## config.mk

```make
export PLATFORM = sky130hd
export DESIGN_NAME = fetch_unit
export DESIGN_NICKNAME = d
export VERILOG_FILES = /design/src/rtl/fetch_unit_pkg.sv /design/src/rtl/if_id_reg.sv /design/src/rtl/fetch_unit.sv
export SDC_FILE = /design/constraint.sdc
export NUM_CORES = 1
export LEC_CHECK = 0
export CORE_ASPECT_RATIO = 1.25
export CORE_UTILIZATION = 44
export CTS_BUF_LIST = sky130_fd_sc_hd__clkbuf_8
export DETAILED_ROUTE_END_ITERATION = 10
export PLACE_DENSITY_LB_ADDON = 0.08
export SETUP_SLACK_MARGIN = 0.15
export SLEW_MARGIN = 20
export SYNTH_ARGS = -nofsm -noshare
export SYNTH_HDL_FRONTEND = slang
export SYNTH_SLANG_ARGS = --single-unit
```

## constraint.sdc

```tcl
create_clock -name clk -period 2.9 [get_ports clk]
set_input_delay 0.58 -clock clk [delete_from_list [all_inputs] [get_ports clk]]
set_output_delay 0.58 -clock clk [all_outputs]
set_load 0.02 [all_outputs]
```

## src/rtl/fetch_unit_pkg.sv

```systemverilog
// Shared types and constants for the instruction fetch stage.
// Holds the fetch FSM states and the well-known instruction words.
package fetch_unit_pkg;

  localparam int XLEN = 32;

  localparam logic [XLEN-1:0] NOP    = 32'h0000_0013;
  localparam logic [XLEN-1:0] EBREAK = 32'h0010_0073;

  typedef enum logic {
    RUN  = 1'b0,
    HALT = 1'b1
  } fetch_state_t;

endpackage

```

## src/rtl/if_id_reg.sv

```systemverilog
// IF/ID pipeline register: load a new instruction, flush the valid bit,
// or hold. Load wins over flush.
module if_id_reg
  import fetch_unit_pkg::*;
(
  input  logic            clk,
  input  logic            rst,
  input  logic            load,
  input  logic            flush,
  input  logic [XLEN-1:0] load_pc,
  input  logic [XLEN-1:0] load_instr,
  output logic            valid,
  output logic [XLEN-1:0] pc,
  output logic [XLEN-1:0] instr
);

  // Register update: reset, capture, flush, else hold
  always_ff @(posedge clk) begin
    if (rst) begin
      valid <= 1'b0;
      pc    <= '0;
      instr <= NOP;
    end else if (load) begin
      valid <= 1'b1;
      pc    <= load_pc;
      instr <= load_instr;
    end else if (flush) begin
      valid <= 1'b0;
    end
  end

endmodule

```

## src/rtl/fetch_unit.sv

```systemverilog
// Fetch stage: PC register, RUN/HALT FSM, redirect and halt handling.
// Optional macro FETCH_MISALIGN_CHECK_EN traps misaligned redirects.
module fetch_unit
  import fetch_unit_pkg::*;
#(
  parameter logic [31:0] RESET_PC   = 32'h0000_0000,
  parameter int          IMEM_WORDS = 30
) (
  input  logic        clk,
  input  logic        rst,
  output logic [31:0] imem_addr,
  input  logic [31:0] imem_instr,
  input  logic        id_ready,
  input  logic        redirect_valid,
  input  logic [31:0] redirect_pc,
  output logic        id_valid,
  output logic [31:0] id_pc,
  output logic [31:0] id_instr,
  output logic        halted,
  output logic        misalign
);

  localparam logic [31:0] WORDS = 32'(IMEM_WORDS);

  fetch_state_t state;
  logic [31:0]  pc;
  logic         run;
  logic         in_range;
  logic         capture;
  logic         is_ebreak;
  logic         bad_target;
  logic         flush;

  assign imem_addr = pc;
  assign halted    = (state == HALT);
  assign run       = (state == RUN);
  assign in_range  = (pc >> 2) < WORDS;
  assign is_ebreak = (imem_instr == EBREAK);

  assign capture = run && !redirect_valid && in_range
                && (id_ready || !id_valid);

  // In RUN a redirect flushes; in HALT an accepted instruction retires
  assign flush = run ? redirect_valid : (id_valid && id_ready);

`ifdef FETCH_MISALIGN_CHECK_EN
  assign bad_target = redirect_valid && (redirect_pc[1:0] != 2'b00);

  // Sticky misaligned-redirect flag, cleared only by reset
  always_ff @(posedge clk) begin
    if (rst) begin
      misalign <= 1'b0;
    end else if (run && bad_target) begin
      misalign <= 1'b1;
    end
  end
`else
  assign bad_target = 1'b0;
  assign misalign   = 1'b0;
`endif

  // PC and FSM: redirect beats range check beats capture
  always_ff @(posedge clk) begin
    if (rst) begin
      pc    <= RESET_PC;
      state <= RUN;
    end else begin
      unique case (state)
        RUN: begin
          if (redirect_valid) begin
            if (bad_target) begin
              state <= HALT;
            end else begin
              pc <= redirect_pc;
            end
          end else if (!in_range) begin
            state <= HALT;
          end else if (capture) begin
            if (is_ebreak) begin
              state <= HALT;
            end else begin
              pc <= pc + 32'd4;
            end
          end
        end
        default: begin
          state <= HALT;
        end
      endcase
    end
  end

  if_id_reg u_if_id (
    .clk        (clk),
    .rst        (rst),
    .load       (capture),
    .flush      (flush),
    .load_pc    (pc),
    .load_instr (imem_instr),
    .valid      (id_valid),
    .pc         (id_pc),
    .instr      (id_instr)
  );

endmodule

```

# Word level (Yosys, flattened, before mapping)
# Cells that the tools add are included.
# W data, S select, Z words.
# totals
wordCells	33
input_bits	68
reg_bits	98
out_inout_bits	99
# classes
bitwise_logic	1
magnitude_cmp	1
add_sub_neg	1
n_reduce_logical	11
mux	12
n_eq_ne	2
# ops
cell	n
$mux W32	4
$add A32 B3 Y32 const B	1
$eq A32 B21 Y1 const B	1
$lt A30 B5 Y1 const B	1
$mux W1	8
$reduce_bool A2 Y1	3
$logic_and A1 B1 Y1	4
$reduce_and A4 Y1	1
$logic_not A1 Y1	2
$ne A2 B2 Y1 const B	1
$logic_or A1 B1 Y1	1
$not A1 Y1	1

# Logic depth before layout (Yosys ltp)
# Gate-level depths: netlist of the first run.
# logic_depth
ltp_word	8
ltp_mapped	9
depth_no_buf	6

# Cells and area by module
# From an unflattened synthesis of the first run, not the netlist that was laid out.
# hier_totals
cells_unflattened	446
hier_area_um2	4174.0
# modules_own_cells
mod	area_per_inst_um2	seq_area_each_um2	instances	cells_per_inst
if_id_reg	2342.2	1301.2	1	211
fetch_unit	1831.8	660.6	1	235

# Worst setup path before layout of the first run
# Ideal clock, no wire load.
# synth_path
kind	reg-to-reg
from	register pc[19] (netlist: imem_addr[19])
to	register pc[4] (netlist: imem_addr[4])
setup_slack_ns	0.617
synth_period_minus_slack_ns	2.283
t_required_ns	2.823
stages_incl_launch_ff	7
arrival_ns	2.206
setup_time_ns	0.077
path_buffers	1
cell_sequence	dfxtp_1 > or4_4 > a21oi_2 > or4b_1 > buf_6 > or3_4 > a41oi_2
# synth_via
elab_chain_cells	5
elab_cells_between_ends	6
classes_between	order compare: 1; reduce/logical: 5
# synth_rtl
element	line	rtl
start: declaration	fetch_unit.sv:26	logic [31:0] pc;
start signal: assignment	fetch_unit.sv:74	pc <= redirect_pc;
start signal: assignment	fetch_unit.sv:82	pc <= pc + 32'd4;
$lt A30 B5 Y1 *	fetch_unit.sv:37	assign in_range = (pc >> 2) < WORDS;
$logic_and A1 B1 Y1	fetch_unit.sv:40	assign capture = run && !redirect_valid && in_range
$logic_and A1 B1 Y1	fetch_unit.sv:41	&& (id_ready || !id_valid);
$reduce_bool A2 Y1 (no source line)	--	
$reduce_and A4 Y1 (no source line) *	--	
# Mark *: on every way between the ends. The rest lies on a longest branch, timed or not.
# A chain may end at the register's enable or synchronous reset.

# Final worst setup path of the first run
# layout_path
from	register pc[9] (netlist: imem_addr[9])
to	register pc[8] (netlist: imem_addr[8])
# Same word-level chain as after synthesis.

==> impl_metrics.toml, run 1 <==
[routing]
drtPass1Iterations = 4
route.vias.total = 3928
drt-initial-drc-count = 141
wl_per_cell_um = 16.1
drc = 0
routed_wl_um = 11800
ant_nets = 0
viasPerCell = 5.35

[floorplan]
die_h_um = 109
floorplan.die_area_um2 = 9500
num_rows = 38
dieWidth_um = 87.4
io_pins = 167
start_util = 0.459
coreArea_um2 = 8750

[pwr]
p_seq_frac = 0.534
intPower_uw = 1920
power_density_nw_per_um2 = 445
power.switching_uw = 762
peakVddDrop_mv = 0.259
p_clk_frac = 0.314
p_leak_uw = 0.00217
swShare = 0.284
power_frac_comb = 0.152

[critical_path]
path_delay_family = "simple AND/OR/NAND/NOR gates"
cp-start-kind = "flop"
cpPeakStageDelay_ps = 720
path_class = "reg -> reg"
worstPathArrival_ps = 2680
end_kind = "flop"
crit_slowest_cell = "or4b_1"
crit_buf_inv = 0
required_ps = 3130
cp_cell_sequence = "nor4_1 -> nand4_1 -> or4b_1 -> o21ai_2 -> a211oi_1"
crit_fanout = 9

[placement]
placed_area_um2 = 5840
hpwl_um = 8660
io_buffers = 165
place_congestion = 0.851

[grt]
grt_usage = 0.252
grt_pass1_vias = 3836
grt_pass1_wl_um = 18500
antenna_found_initial = 0
globalRouteOverflowTotal = 0
grt_max_degree = 31

[cts]
cts_resized = 0
cts.clk_slew.worst_paths_ps = 100
cts_tree = "done"
cts_hold_buf = 0
cts_setup_buffers = 0
htreeDepth = 3
cts.sinks = 98
clk-insertion-delay-late_ps = 380
cts_made_buffers = 9
cts-root-buf = "clkbuf_8"
clk_path_buf_depth = 2

[timing]
slew_violations = 0
rsz0062_at_grt = "false"
max_freq_mhz = 408
report.final.setup_viol = 0
fin_setup_tns_ps = 0
post-route-period-util = 0.846
skew_ps = 13.6
hold_viol_final = 0
period_minus_slack_ps = 2450
worst_pin_slew_ps = 722
relSlewSlack = 0.518

[final_layout]
nNetsFinal = 678
area_growth_pct = 50.2
drive_above_1_share = 0.0668
n_antenna_cell = 0
final_core_util = 0.689
stdcell_area_um2 = 6020

[synth]
yosysWarnings = 0
synth_cell_types = 51
synth_seq_cells = 98
async_flop_share = 0
yosysSeqAreaShare = 0.489
syn_avg_cell_area_um2 = 9.08
syn_inst = 442
synth_edf_count = 0
synth_ff_type = "dfxtp_1"
syn-num-nets = 511
synth_area_um2 = 4010

[worst_hold_path]
hold_class = "reg -> reg"

[outcome]
status = "finished, final reports clean"

[flow_run]
max_cap_viol_count = 0
power by group through the flow:
stage | logic [uW] | clock network, uW | registers (uW)
floorplan | 143 | 0 | 1490
global placement | 401 | 0 | 1460
detailed placement | 406 | 0 | 1460
CTS | 408 | 856 | 1430
global route | 436 | 918 | 1440
finish | 408 | 842 | 1430
per-stage QoR:
stage	cells	hold WS, ps	setup slack, ps	total power (uW)
after floorplan	442	546	617	1630
after global placement	718	443	181	1860
after detailed placement	718	445	191	1870
after CTS	734	475	475	2690
after global routing	734	480	380	2790
final	734	468	447	2680
metal layers:
metal  vias to the layer above  global-route usage  routed length, um
li1                       1916                   -                  -
met1                      1830               0.290               4770
met2                       159               0.421               5870
met3                        23              0.0772                908
met4                         0               0.128                276
met5                         -                   0                  0
final cells by class:
cell class,count,area [um^2]
clock inverter,7,58.8
multi-input combinational,309,1900
tap,120,150
fill,735,2730
inverter,8,30.0
timing repair buffer,183,1790
sequential,98,1960
clock buffer,9,124
registers in the layout (all words and copies together) (netlist names):
| name | flops |
|---|---|
| u_if_id.instr | 32 |
| u_if_id.pc | 32 |
| halted | 1 |
| imem_addr | 32 |
| u_if_id.valid | 1 |
path summary, 6_finish.rpt:
path	startpoint	endpoint	slack [ps]	cells after the start
worst min-delay path	u_if_id.pc[16]$_SDFFE_PP0P_	u_if_id.pc[16]$_SDFFE_PP0P_	470	1
worst min register to register	u_if_id.pc[16]$_SDFFE_PP0P_	u_if_id.pc[16]$_SDFFE_PP0P_	470	1
worst max register to register	imem_addr[9]$_SDFFE_PP0P_	imem_addr[8]$_SDFFE_PP0P_	450	5
worst max-delay path	imem_addr[9]$_SDFFE_PP0P_	imem_addr[8]$_SDFFE_PP0P_	450	5
cell usage after synthesis (3+ instances only):
cell type / count / area, um^2
buf_2: 3 / 15.0
o22ai_1: 4 / 25.0
nor4_1: 16 / 100
buf_4: 3 / 22.5
and4_1: 3 / 26.3
nor3_1: 5 / 25.0
inv_1: 6 / 22.5
o41ai_1: 3 / 26.3
and2_1: 27 / 169
o21bai_1: 3 / 22.5
o21ai_0: 11 / 55.1
mux2i_1: 38 / 380
dfxtp_1: 98 / 1960
o211ai_1: 9 / 67.6
a211oi_1: 11 / 82.6
nor3b_1: 3 / 22.5
nor2_1: 60 / 225
nand4_1: 9 / 56.3
clkbuf_1: 20 / 75.1
a21oi_1: 23 / 115
nand3_1: 12 / 60.1
nand2_1: 37 / 139
placed cells by master (no fill, tap or decap), types with 3 or more instances in the layout:
master	count
mux2i_1	38
nand2_1	37
nor3b_1	3
inv_6	3
o41ai_1	3
nor2_1	59
nor3_1	5
a211oi_1	11
a21oi_1	23
o211ai_1	9
buf_4	17
clkdlybuf4s50_1	164
o21bai_1	3
and4_1	3
dfxtp_1	98
nand4_1	9
and2_1	27
nor4_1	16
nand3_1	12
inv_1	7
clkbuf_8	9
o21ai_0	11
o22ai_1	4
kinds of logic after synthesis:
family / after synthesis / share of synthesized area
AO/OA/AOI/OAI: 80 / 0.134
XOR/XNOR: 1 / 0.00218
adder cells (fa/ha/maj): 1 / 0.00312
buffers and inverters: 35 / 0.0384
flip-flops: 98 / 0.489
multiplexers: 38 / 0.0948
other: 1 / 0.000935
AND/OR/NAND/NOR: 188 / 0.238
(Power assumes the default switching activity.)
==> inputs of run 2 (changes only) <==
Clock period 2.9 ns to 2.4 ns, I/O delays scaled along.
==> run 2 against run 1 <==
Critical path depth stayed put. Clock power is 32% higher. Non-clock buffer count is 30 higher. Largest cell class is now buffers. Largest power group unchanged. Sequential power increased by 20%. Fmax is 9.1% higher. Clock skew decreased by 2.0 ps. Sequential share of layout area shrank 1.6 points. Count of clock-buffer cells in the layout is 2 higher. Register-to-register slack worse by 300 ps.
==> impl_metrics.toml, run 2 (synthesis gave the netlist of run 1 again) <==
[placement]
preCtsSetupSlack_ps = -270
io_buffers = 165
hpwl_um = 8900
place_congestion = 0.908

[critical_path]
cp-start-kind = "flop"
crit_fanout = 6
path_class = "reg -> reg"
required_ps = 2700
worstPathArrival_ps = 2550
end_kind = "flop"

[grt]
grt_use_met2 = 0.449
grt_pass1_vias = 4034
met3_usage = 0.0818
grt_busiest_layer = "met2"
grt_usage = 0.265
grt_max_degree = 78
antenna_found_initial = 1
globalRouteOverflowTotal = 0
grt_pass1_wl_um = 19500
grt_util_met1 = 0.297

[routing]
routed_wl_um = 12500
drc = 0
drtPass1Iterations = 4
viasPerCell = 5.34
drt-initial-drc-count = 223
ant_nets = 0
wl_per_cell_um = 16.4
route.vias.total = 4080

[pwr]
power.switching_uw = 899
power_frac_comb = 0.174
intPower_uw = 2510
peakVddDrop_mv = 0.352
totalPowerFinal_uw = 3410
p_clk_frac = 0.325
p_leak_uw = 0.00235
p_seq_frac = 0.501
power_density_nw_per_um2 = 538
swShare = 0.264

[timing]
slew_violations = 0
report.final.setup_viol = 0
postLayoutSetupSlackWorst_ps = 151
rsz0062_at_grt = "true"
relSlewSlack = 0.452
fin_setup_tns_ps = 0
period_minus_slack_ps = 2250
post-route-period-util = 0.937
max_freq_mhz = 445
worst_pin_slew_ps = 823
hold_viol_final = 0
skew_ps = 11.6

[final_layout]
nNetsFinal = 708
area_growth_pct = 58.1
final_cell_mix = "164 x clkdlybuf4s50_1, 96 x dfxtp_1, 59 x nor2_1"
n_fill_cell = 700
final_common_cell = "clkdlybuf4s50_1"
drive_above_1_share = 0.126

[outcome]
status = "finished, final reports clean"

[floorplan]
dieWidth_um = 87.4
io_pins = 167
num_rows = 38
start_util = 0.459
floorplan.die_area_um2 = 9500
die_h_um = 109
coreArea_um2 = 8750

[cts]
cts_tree = "done"
cts.sinks = 98
cts.clk_slew.worst_paths_ps = 100
cts_hold_buf = 0
clk_path_buf_depth = 2
cts_made_buffers = 9
htreeDepth = 3
cts-root-buf = "clkbuf_8"
clk-insertion-delay-late_ps = 370

[worst_hold_path]
hold_class = "reg -> reg"

[flow_run]
max_cap_viol_count = 0
-- run 2: stage by stage --
step	utilization	hold slack, ps	cells	area [um^2]
final	0.725	467	764	6340
after global routing	0.725	485	763	6340
after CTS	0.720	472	763	6290
after detailed placement	0.687	446	740	6010
after global placement	0.686	442	740	6010
after floorplan	-	509	442	4010
-- run 2: cell type report --
cell class                 instances  area [um^2]  share of cell area
timing repair buffer             213         2020               0.319
clock buffer                      11          151              0.0239
clock inverter                     4         51.3             0.00809
sequential                        98         1960               0.310
tap                              120          150              0.0237
inverter                           8         30.0             0.00473
antenna                            1         2.50            0.000394
multi-input combinational        309         1970               0.311
-- run 2: per-layer routing --
metal,routed length (um),share of wire,vias up
met5,0,0,-
met4,388,0.031,0
met3,1070,0.086,30
met2,6120,0.49,181
met1,4920,0.39,1900
li1,-,-,1969
-- run 2: path summary, 6_finish.rpt --
check	start	end	slack [ps]	depth (start not counted)
worst max-delay path	imem_addr[15]$_SDFFE_PP0P_	imem_addr[4]$_SDFFE_PP0P_	150	5
worst min-delay path	u_if_id.pc[17]$_SDFFE_PP0P_	u_if_id.pc[17]$_SDFFE_PP0P_	470	1
worst max register to register	imem_addr[15]$_SDFFE_PP0P_	imem_addr[4]$_SDFFE_PP0P_	150	5
worst min register to register	u_if_id.pc[17]$_SDFFE_PP0P_	u_if_id.pc[17]$_SDFFE_PP0P_	470	1
-- run 2: power groups by stage --
| stage | logic, uW | clock network, uW | registers, uW |
|---|---|---|---|
| after floorplan | 173 | 0 | 1800 |
| after global placement | 536 | 0 | 1740 |
| after detailed placement | 545 | 0 | 1740 |
| after CTS | 577 | 1130 | 1710 |
| after global routing | 634 | 1190 | 1720 |
| final | 592 | 1110 | 1710 |
-- run 2: worst max-delay path, cell delays in order, from the launching register on --
cell     delay, ps
dfxtp_1        370
nor4_2         390
nand2_1        230
or4b_4         630
or3_4          390
a41oi_2        180
-- run 2: what timing repair did --
action,in CTS,in global routing
setup buffers,8,0
setup endpoints to repair,24,47
gates resized for setup,5,9
pin swaps,3,5
==> inputs of run 3 (changes only) <==
Settings changed: ABC_AREA set to 0.
==> results of run 3 <==
No change in the layout: final DEF, timing and power equal those of run 2.
